### config.mk
export PLATFORM = sky130hd
export DESIGN_NAME = dmem_load_store_unit
export DESIGN_NICKNAME = d
export VERILOG_FILES = /design/src/rtl/lsu_pkg.sv /design/src/rtl/lsu_align.sv /design/src/rtl/dmem_load_store_unit.sv
export SDC_FILE = /design/constraint.sdc
export NUM_CORES = 1
export LEC_CHECK = 0
export BUFFER_PORTS_ARGS = -buffer_cell sky130_fd_sc_hd__buf_2
export CORE_UTILIZATION = 40
export DETAILED_ROUTE_END_ITERATION = 10
export PLACE_DENSITY = 0.73
export SYNTH_ARGS = -nofsm -noshare
export SYNTH_HDL_FRONTEND = slang
export SYNTH_HIERARCHICAL = 1
export SYNTH_SLANG_ARGS = --single-unit
### constraint.sdc
create_clock -name clk -period 4.5 [get_ports clk]
set_clock_uncertainty 0.2 [all_clocks]
set_input_delay 0.9 -clock clk [delete_from_list [all_inputs] [get_ports clk]]
set_output_delay 0.9 -clock clk [all_outputs]
set_load 0.01 [all_outputs]
### src/rtl/lsu_pkg.sv
// Shared definitions for the RV32I load/store unit: funct3 encodings,
// FSM state type and the request legality check used at accept time.
package lsu_pkg;

  localparam logic [2:0] F3_B  = 3'b000;
  localparam logic [2:0] F3_H  = 3'b001;
  localparam logic [2:0] F3_W  = 3'b010;
  localparam logic [2:0] F3_BU = 3'b100;
  localparam logic [2:0] F3_HU = 3'b101;

  typedef enum logic [1:0] {
    ST_IDLE     = 2'd0,
    ST_ISSUE    = 2'd1,
    ST_WAIT_RSP = 2'd2,
    ST_WB       = 2'd3
  } lsu_state_t;

  // True when the request must be rejected without touching the bus:
  // unknown funct3, unsigned/illegal widths on stores, or a misaligned address.
  function automatic logic req_rejected(input logic       is_store,
                                        input logic [2:0] funct3,
                                        input logic [1:0] addr_lo);
    logic bad_f3;
    logic bad_align;
    bad_f3 = 1'b0;
    unique case (funct3)
      F3_B, F3_H, F3_W: bad_f3 = 1'b0;
      F3_BU, F3_HU:     bad_f3 = is_store;
      default:          bad_f3 = 1'b1;
    endcase
    bad_align = 1'b0;
    if (funct3[1:0] == 2'b01 && addr_lo[0])
      bad_align = 1'b1;
    if (funct3 == F3_W && addr_lo != 2'b00)
      bad_align = 1'b1;
    return bad_f3 | bad_align;
  endfunction

endpackage

### src/rtl/lsu_align.sv
// Combinational data steering: store lane replication / byte enables, and
// load byte/half extraction with sign or zero extension.
module lsu_align
  import lsu_pkg::*;
(
  input  logic [2:0]  st_funct3,
  input  logic [1:0]  st_addr_lo,
  input  logic [31:0] st_data,
  output logic [31:0] st_wdata,
  output logic [3:0]  st_be,
  input  logic [2:0]  ld_funct3,
  input  logic [1:0]  ld_addr_lo,
  input  logic [31:0] ld_rdata,
  output logic [31:0] ld_result
);

  logic [7:0]  ld_byte;
  logic [15:0] ld_half;

  // Store side: replicate the operand across lanes and enable the addressed bytes.
  always_comb begin
    st_wdata = st_data;
    st_be    = 4'b0000;
    unique case (st_funct3[1:0])
      2'b00: begin
        st_wdata = {4{st_data[7:0]}};
        st_be    = 4'b0001 << st_addr_lo;
      end
      2'b01: begin
        st_wdata = {2{st_data[15:0]}};
        st_be    = st_addr_lo[1] ? 4'b1100 : 4'b0011;
      end
      2'b10: begin
        st_wdata = st_data;
        st_be    = 4'b1111;
      end
      default: begin
        st_wdata = st_data;
        st_be    = 4'b0000;
      end
    endcase
  end

  // Load side: pick the addressed lane, then extend according to funct3.
  always_comb begin
    ld_byte   = ld_rdata[{ld_addr_lo, 3'b000} +: 8];
    ld_half   = ld_rdata[{ld_addr_lo[1], 4'b0000} +: 16];
    ld_result = ld_rdata;
    unique case (ld_funct3)
      F3_B:    ld_result = {{24{ld_byte[7]}}, ld_byte};
      F3_H:    ld_result = {{16{ld_half[15]}}, ld_half};
      F3_BU:   ld_result = {24'h000000, ld_byte};
      F3_HU:   ld_result = {16'h0000, ld_half};
      default: ld_result = ld_rdata;
    endcase
  end

endmodule

### src/rtl/dmem_load_store_unit.sv
// Blocking, single-outstanding RV32I load/store unit between execute and data memory.
//
//   state       | meaning
//   ------------+------------------------------------------------------------
//   ST_IDLE     | ready for a request; rejected requests pulse misalign_err here
//   ST_ISSUE    | bus request held valid and stable until mem_req_ready
//   ST_WAIT_RSP | load issued; waiting for mem_rsp_valid, timeout counter runs
//   ST_WB       | one-cycle writeback slot (wb_valid high unless rd == x0)
module dmem_load_store_unit
  import lsu_pkg::*;
#(
  parameter int unsigned TIMEOUT_CYCLES = 255
) (
  input  logic        clk,
  input  logic        reset,
  input  logic        req_valid,
  output logic        req_ready,
  input  logic        req_is_store,
  input  logic [2:0]  req_funct3,
  input  logic [31:0] req_addr,
  input  logic [31:0] req_wdata,
  input  logic [4:0]  req_rd,
  output logic        mem_req_valid,
  input  logic        mem_req_ready,
  output logic        mem_we,
  output logic [31:0] mem_addr,
  output logic [31:0] mem_wdata,
  output logic [3:0]  mem_be,
  input  logic        mem_rsp_valid,
  input  logic [31:0] mem_rdata,
  output logic        wb_valid,
  output logic [4:0]  wb_rd,
  output logic [31:0] wb_data,
  output logic        misalign_err,
  output logic        bus_err
);

  // Last WAIT_RSP count before giving up; reaching it completes TIMEOUT_CYCLES waits.
  localparam logic [7:0] TO_LAST = 8'(TIMEOUT_CYCLES - 1);

  lsu_state_t  state, state_nxt;
  logic [7:0]  to_cnt, to_cnt_nxt;
  logic        capture;
  logic        wb_load;
  logic        wb_valid_nxt;
  logic        misalign_nxt;
  logic        bus_err_nxt;

  logic [2:0]  cap_funct3;
  logic [1:0]  cap_addr_lo;
  logic [4:0]  cap_rd;

  logic [31:0] st_wdata;
  logic [3:0]  st_be;
  logic [31:0] ld_result;

  assign req_ready     = (state == ST_IDLE);
  assign mem_req_valid = (state == ST_ISSUE);

  lsu_align u_align (
    .st_funct3  (req_funct3),
    .st_addr_lo (req_addr[1:0]),
    .st_data    (req_wdata),
    .st_wdata   (st_wdata),
    .st_be      (st_be),
    .ld_funct3  (cap_funct3),
    .ld_addr_lo (cap_addr_lo),
    .ld_rdata   (mem_rdata),
    .ld_result  (ld_result)
  );

  // State, timeout counter and one-cycle status pulses.
  always_ff @(posedge clk) begin
    if (reset) begin
      state        <= ST_IDLE;
      to_cnt       <= 8'd0;
      wb_valid     <= 1'b0;
      misalign_err <= 1'b0;
      bus_err      <= 1'b0;
    end else begin
      state        <= state_nxt;
      to_cnt       <= to_cnt_nxt;
      wb_valid     <= wb_valid_nxt;
      misalign_err <= misalign_nxt;
      bus_err      <= bus_err_nxt;
    end
  end

  // Next-state decode; pulses are computed here and registered above.
  always_comb begin
    state_nxt    = state;
    to_cnt_nxt   = to_cnt;
    capture      = 1'b0;
    wb_load      = 1'b0;
    wb_valid_nxt = 1'b0;
    misalign_nxt = 1'b0;
    bus_err_nxt  = 1'b0;
    unique case (state)
      ST_IDLE: begin
        if (req_valid) begin
          capture = 1'b1;
          if (req_rejected(req_is_store, req_funct3, req_addr[1:0]))
            misalign_nxt = 1'b1;
          else
            state_nxt = ST_ISSUE;
        end
      end
      ST_ISSUE: begin
        if (mem_req_ready) begin
          if (mem_we) begin
            state_nxt = ST_IDLE;
          end else begin
            state_nxt  = ST_WAIT_RSP;
            to_cnt_nxt = 8'd0;
          end
        end
      end
      ST_WAIT_RSP: begin
        if (mem_rsp_valid) begin
          state_nxt    = ST_WB;
          wb_load      = (cap_rd != 5'd0);
          wb_valid_nxt = (cap_rd != 5'd0);
        end else if (to_cnt == TO_LAST) begin
          state_nxt   = ST_IDLE;
          to_cnt_nxt  = 8'd0;
          bus_err_nxt = 1'b1;
        end else begin
          to_cnt_nxt = to_cnt + 8'd1;
        end
      end
      ST_WB: begin
        state_nxt = ST_IDLE;
      end
      default: begin
        state_nxt = ST_IDLE;
      end
    endcase
  end

  // Request capture, bus-side registers and writeback data (held when idle).
  always_ff @(posedge clk) begin
    if (reset) begin
      cap_funct3  <= 3'd0;
      cap_addr_lo <= 2'd0;
      cap_rd      <= 5'd0;
      mem_we      <= 1'b0;
      mem_addr    <= 32'd0;
      mem_wdata   <= 32'd0;
      mem_be      <= 4'd0;
      wb_rd       <= 5'd0;
      wb_data     <= 32'd0;
    end else begin
      if (capture) begin
        cap_funct3  <= req_funct3;
        cap_addr_lo <= req_addr[1:0];
        cap_rd      <= req_rd;
        mem_we      <= req_is_store;
        mem_addr    <= {req_addr[31:2], 2'b00};
        mem_wdata   <= st_wdata;
        mem_be      <= st_be;
      end
      if (wb_load) begin
        wb_rd   <= cap_rd;
        wb_data <= ld_result;
      end
    end
  end

endmodule

Yosys cells after proc, flatten, opt, wreduce, memory -nomap -nowiden
Index checks and enable logic that the tools add are counted.
{"block": "op_classes", "eq_ne": 19, "n_bitwise": 4, "addsub": 1, "reduce_logical": 15, "n_mux": 29, "n_shift": 3}
{"op": "32-bit one-hot mux with 4 select lines", "count": 1}
{"op": "32-bit one-hot mux with 2 select lines", "count": 1}
{"op": "8-bit two-way mux", "count": 4}
{"op": "32-bit by 6-bit variable part select with 16-bit output", "count": 1}
{"op": "32-bit by 6-bit variable part select with 8-bit output", "count": 1}
{"op": "8-bit one-hot mux with 2 select lines", "count": 1}
{"op": "3-bit equality test, second input constant", "count": 4}
{"op": "1-bit two-way mux", "count": 12}
{"op": "2-bit two-way mux", "count": 6}
{"op": "4-bit one-hot mux with 3 select lines", "count": 1}
{"op": "3-bit OR reduction", "count": 3}
{"op": "8-bit by 1-bit adder with 8-bit output, second input constant", "count": 1}
{"op": "8-bit equality test, second input constant", "count": 1}
{"op": "2-bit != test, second input constant", "count": 4}
{"op": "2-bit one-hot mux with 4 select lines", "count": 1}
{"op": "4-bit AND reduction", "count": 2}
{"op": "2-bit equality test, second input constant", "count": 3}
{"op": "3-bit by 1-bit equality test with 1-bit output, second input constant", "count": 2}
{"op": "3-bit logical NOT", "count": 2}
{"op": "5-bit nonzero test", "count": 1}
{"op": "2-bit by 1-bit equality test with 1-bit output, second input constant", "count": 2}
{"op": "2-bit logical NOT", "count": 2}
{"op": "4-bit two-way mux", "count": 1}
{"op": "2-bit nonzero test", "count": 2}
{"op": "9 further kinds", "count": 12}
{"block": "totals", "in_bits": 110, "output_inout_bits": 111, "word_cells": 85, "reg_bits": 127}

Longest topological paths before layout
{"block": "depth", "word_depth": 10, "depth_mapped": 7, "ltp_nobuf": 6}

Modules after synthesis
The synthesis kept the hierarchy.
{"mod": "dmem_load_store_unit", "seq_area_each_um2": 2542.4, "instances": 1, "cells_per_inst": 567, "area_each_um2": 4683.2}
{"mod": "lsu_align", "seq_area_each_um2": 0.0, "instances": 1, "cells_per_inst": 186, "area_each_um2": 1403.8}

Worst setup path after synthesis
Ideal clock, no wire load.
{"block": "synth_path", "path_kind": "in2reg", "from": "input port mem_rsp_valid", "to": "register wb_data[10]", "stages": 6, "arrival_ns": 1.855, "setup_time_ns": 0.071, "path_buffers": 2, "t_required_ns": 4.229, "setup_slack_ns": 2.374, "cell_sequence": "and3b_1 > buf_2 > o21a_1 > clkbuf_1 > nand2_1 > a21oi_2"}
{"block": "synth_between", "elab_chain_len": 2}
{"item": "start: declaration", "line_no": "dmem_load_store_unit.sv:29", "text": "input logic mem_rsp_valid,"}
{"item": "1-bit two-way mux", "line_no": "dmem_load_store_unit.sv:119", "text": "if (mem_rsp_valid) begin"}
{"item": "1-bit two-way mux", "line_no": "dmem_load_store_unit.sv:98", "text": "unique case (state)"}
{"item": "end signal: assignment", "line_no": "dmem_load_store_unit.sv:164", "text": "wb_data <= ld_result;"}
{"item": "end: declaration", "line_no": "dmem_load_store_unit.sv:33", "text": "output logic [31:0] wb_data,"}
Every way passes these cells.
A chain may end at the register's enable or synchronous reset.

Worst setup path in the final report
{"block": "layout_path", "from": "register cap_funct3[1]", "to": "register wb_data[4]"}
{"block": "layout_between", "elab_chain_len": 2, "elab_cells_between_ends": 5, "classes_between": "eq/ne (3); mux (1); reduce/logical (1)"}
{"item": "start: declaration", "line_no": "dmem_load_store_unit.sv:49", "text": "logic [2:0] cap_funct3;"}
{"item": "start signal: assignment", "line_no": "dmem_load_store_unit.sv:154", "text": "cap_funct3 <= req_funct3;"}
{"item": "3-bit equality test (tied with other cells)", "line_no": "lsu_align.sv:49", "text": "unique case (ld_funct3)"}
{"item": "32-bit one-hot mux with 4 select lines (*)", "line_no": "lsu_align.sv:49"}
{"item": "net ld_result[4]", "line_no": "dmem_load_store_unit.sv:55", "text": "logic [31:0] ld_result;"}
Mark *: on every way through the listed nets, which the timed path passes. The rest lies on a longest branch.

==> results.md <==
- Status: finished, violations left
- Failing checks: DRC
- Synthesized netlist cell count: 753
- Total gr overflow: 0
- Cell row count: 44
- Ys async rst share: 0
- Yosys cell types: 57
- Vias in the first global route: 5335
- Vias per Instance: 5.15
- H-tree depth: 4
- I/O pin cnt: 221
- Worst setup margin: 1540 ps
- CP max stage delay: 1100 ps
- Hold path cells: 2
- Starting density of the core: 0.414
- Avg WL per Cell: 14.7 um
- FMAX: 0.337 GHz
- Residual DRC: 14
- Crit Path Class: reg -> reg
- Utilization after layout: 0.523
- RSZ-0062 raised after global routing: false
- Number of flops mapped to enable cells by yosys: 0
- Total of max-cap violations: 0
- Final std cells w/o fill: 1128
- HP Class: reg -> reg
- Crit path launch type: register
- Endpoints failing setup: 0
- Pre-CTS setup slack: 1470 ps
- Compound-gate portion of the synthesized area: 0.224
- Root buffer cell: clkbuf_16
- Core Region: 14700 um^2
- Slew @ Worst Pin: 1190 ps
- Post-synthesis sequential area ratio: 0.418
- Antenna viol nets, final: 0
- Syn Area/Cell: 8.08 um^2
- Area growth, synth to finish: 26.4%
- Commonest non-fill, non-tap cell in the layout: nand2_1
- Crit end category: register
- Final period util: 0.658
- Port Buf Inserts: 218
- Final setup TNS: 0 ps
- Nets: 1043
- Worst Path Required: 4570 ps
- Routed wire length: 16600 um
- #FFs+latches synth: 127
- GR Util All Layers: 0.213
- Highest-count cells in the layout ignoring fill and taps: nand2_1, buf_2, dfxtp_1
- Cell Chain, Critical Path: nor2b_1 > a21boi_4 > a221oi_2 > nand2_1 > a21oi_2
- Final slew viol count: 0
- Cells after DPL: 1096
- Cts repair resizes: 0
- Synth Area in Adders: 0.00411
- Max-slew headroom: 0.203
- Largest net degree at the start of global routing: 67
- Hpwl dp: 11500 um
- Yosys warns: 6
- Clock Tree Buf Depth: 2
- Starting DRT DRC Count: 434
- Crit path DAT: 3030 ps
- Post-CTS Setup Inserts: 0
- Main combinational cell family by area after synthesis: compound AO/OA/AOI/OAI gates
- Antenna diodes: 0
- Mux cell area share after synthesis: 0.0528
- Clock Pin Slew Worst Setup and Hold Paths: 50 ps
- Total iterations of the first detailed-routing run: 8
- Global-route wire length before repair: 26800 um
- CTS tree: done
- Die Wd: 125 um
- Total Die Area: 15700 um^2
- Simple-gate share of the synthesized area: 0.224
- Slowest stage cell on the critical path: nor2b_1
- Post-Place Cell Area: 7090 um^2
- Vias: 5806
- CTS Sinks: 127
- Design Area, Final: 7690 um^2
- Tmin final: 2960 ps
- Clk Latency, worst-skew pair: 410 ps
- Hold Vio Cnt, Final: 0
- Lkg Pwr: 0.00342 uW
- CTS Buf Count: 17
- Main synth FF type: dfxtp_1
- Largest fanout on the critical path: 33
- Cell depth of the worst flop-to-flop path: 5
- Routability cong.: 0.864
- PD cells: 395 nW/um^2
- DIE HEIGHT: 125 um
- Layout cells sized above 1: 0.367
- Syn Std Cell Area: 6090 um^2
- Initial antenna violation count: 0
- Xor and xnor area share after synthesis: 0.00719
- Worst VDD drop: 0.256 mV
- Hold buffers post-CTS: 0
-- Yosys cell counts (all sizes together), types with 2 or more instances --
cell,instances,area (um^2)
o21ai,14,73.8
nand2b,2,12.5
nor3,3,15.0
a211oi,7,67.6
mux2i,10,100
nor4,2,12.5
buf,39,278
nor3b,5,65.1
o211ai,9,87.6
inv,12,45.0
nand2,259,1040
nor2,15,58.8
clkbuf,27,101
and3,2,12.5
a22oi,20,164
a21oi,135,751
mux2,19,221
ha,2,25.0
nor2b,5,31.3
xor2,5,43.8
dfxtp,127,2540
o2111ai,3,26.3
and2b,6,45.0
a221oi,8,114
-- area by class of cell --
class	instances	area (um^2)
clock inverter	11	139
sequential	127	2540
fill	1464	7010
timing repair buffer	224	1140
inverter	12	45.0
tap	184	230
clock buffer	21	460
multi-input combinational	549	3140
-- critical path, delay by kind of cell, from the launching register on --
| kind | cells | cell delay, ps |
|---|---|---|
| simple gates | 2 | 1220 |
| compound gates | 3 | 710 |
| flops | 1 | 690 |
-- state kept, by name (all words and copies together) (netlist names) --
register and cells:
bus_err 1, cap_addr_lo 2, cap_funct3 3, cap_rd 5, mem_addr 30, mem_be 4
mem_wdata 32, mem_we 1, misalign_err 1, state 2, to_cnt 8, wb_data 32
wb_rd 5, wb_valid 1
-- per-layer routing --
layer,wire length [um],global-route usage,part of all wire
met5,0,0,0
met4,152,0.0595,0.0092
met3,1410,0.0740,0.085
met2,7760,0.341,0.47
met1,7280,0.271,0.44
-- through the flow --
step                hold slack, ps  power (uW)
global placement               239        1670
finish                         248        3040
floorplan                      245        1530
CTS                            251        3070
detailed placement             243        1680
global route                   265        3180
-- cell families (layout without fill, tap and decap cells) --
| group | Yosys count | count (layout) |
|---|---|---|
| other cells | 1 | 2 |
| mux | 29 | 29 |
| xor+xnor | 5 | 5 |
| compound gates | 204 | 204 |
| buf+inv | 78 | 268 |
| simple gates | 307 | 307 |
| flops | 127 | 127 |
| fa+ha+maj | 2 | 2 |
-- where the power goes --
group          switching, uW  internal (uW)  leakage [uW]  total, uW
sequential              39.4           1180       0.00104       1220
clock                    489            895      0.000293       1380
combinational            260            176       0.00209        436
total                    788           2250       0.00342       3040
-- worst paths after layout --
path / endpoint / slack [ps] / startpoint
min: mem_addr[17] / 250 / mem_addr[17]
max: wb_data[4] / 1540 / cap_funct3[1]
max reg2reg: wb_data[4] / 1540 / cap_funct3[1]
min reg2reg: mem_addr[17] / 250 / mem_addr[17]
(Power assumes the default switching activity.)
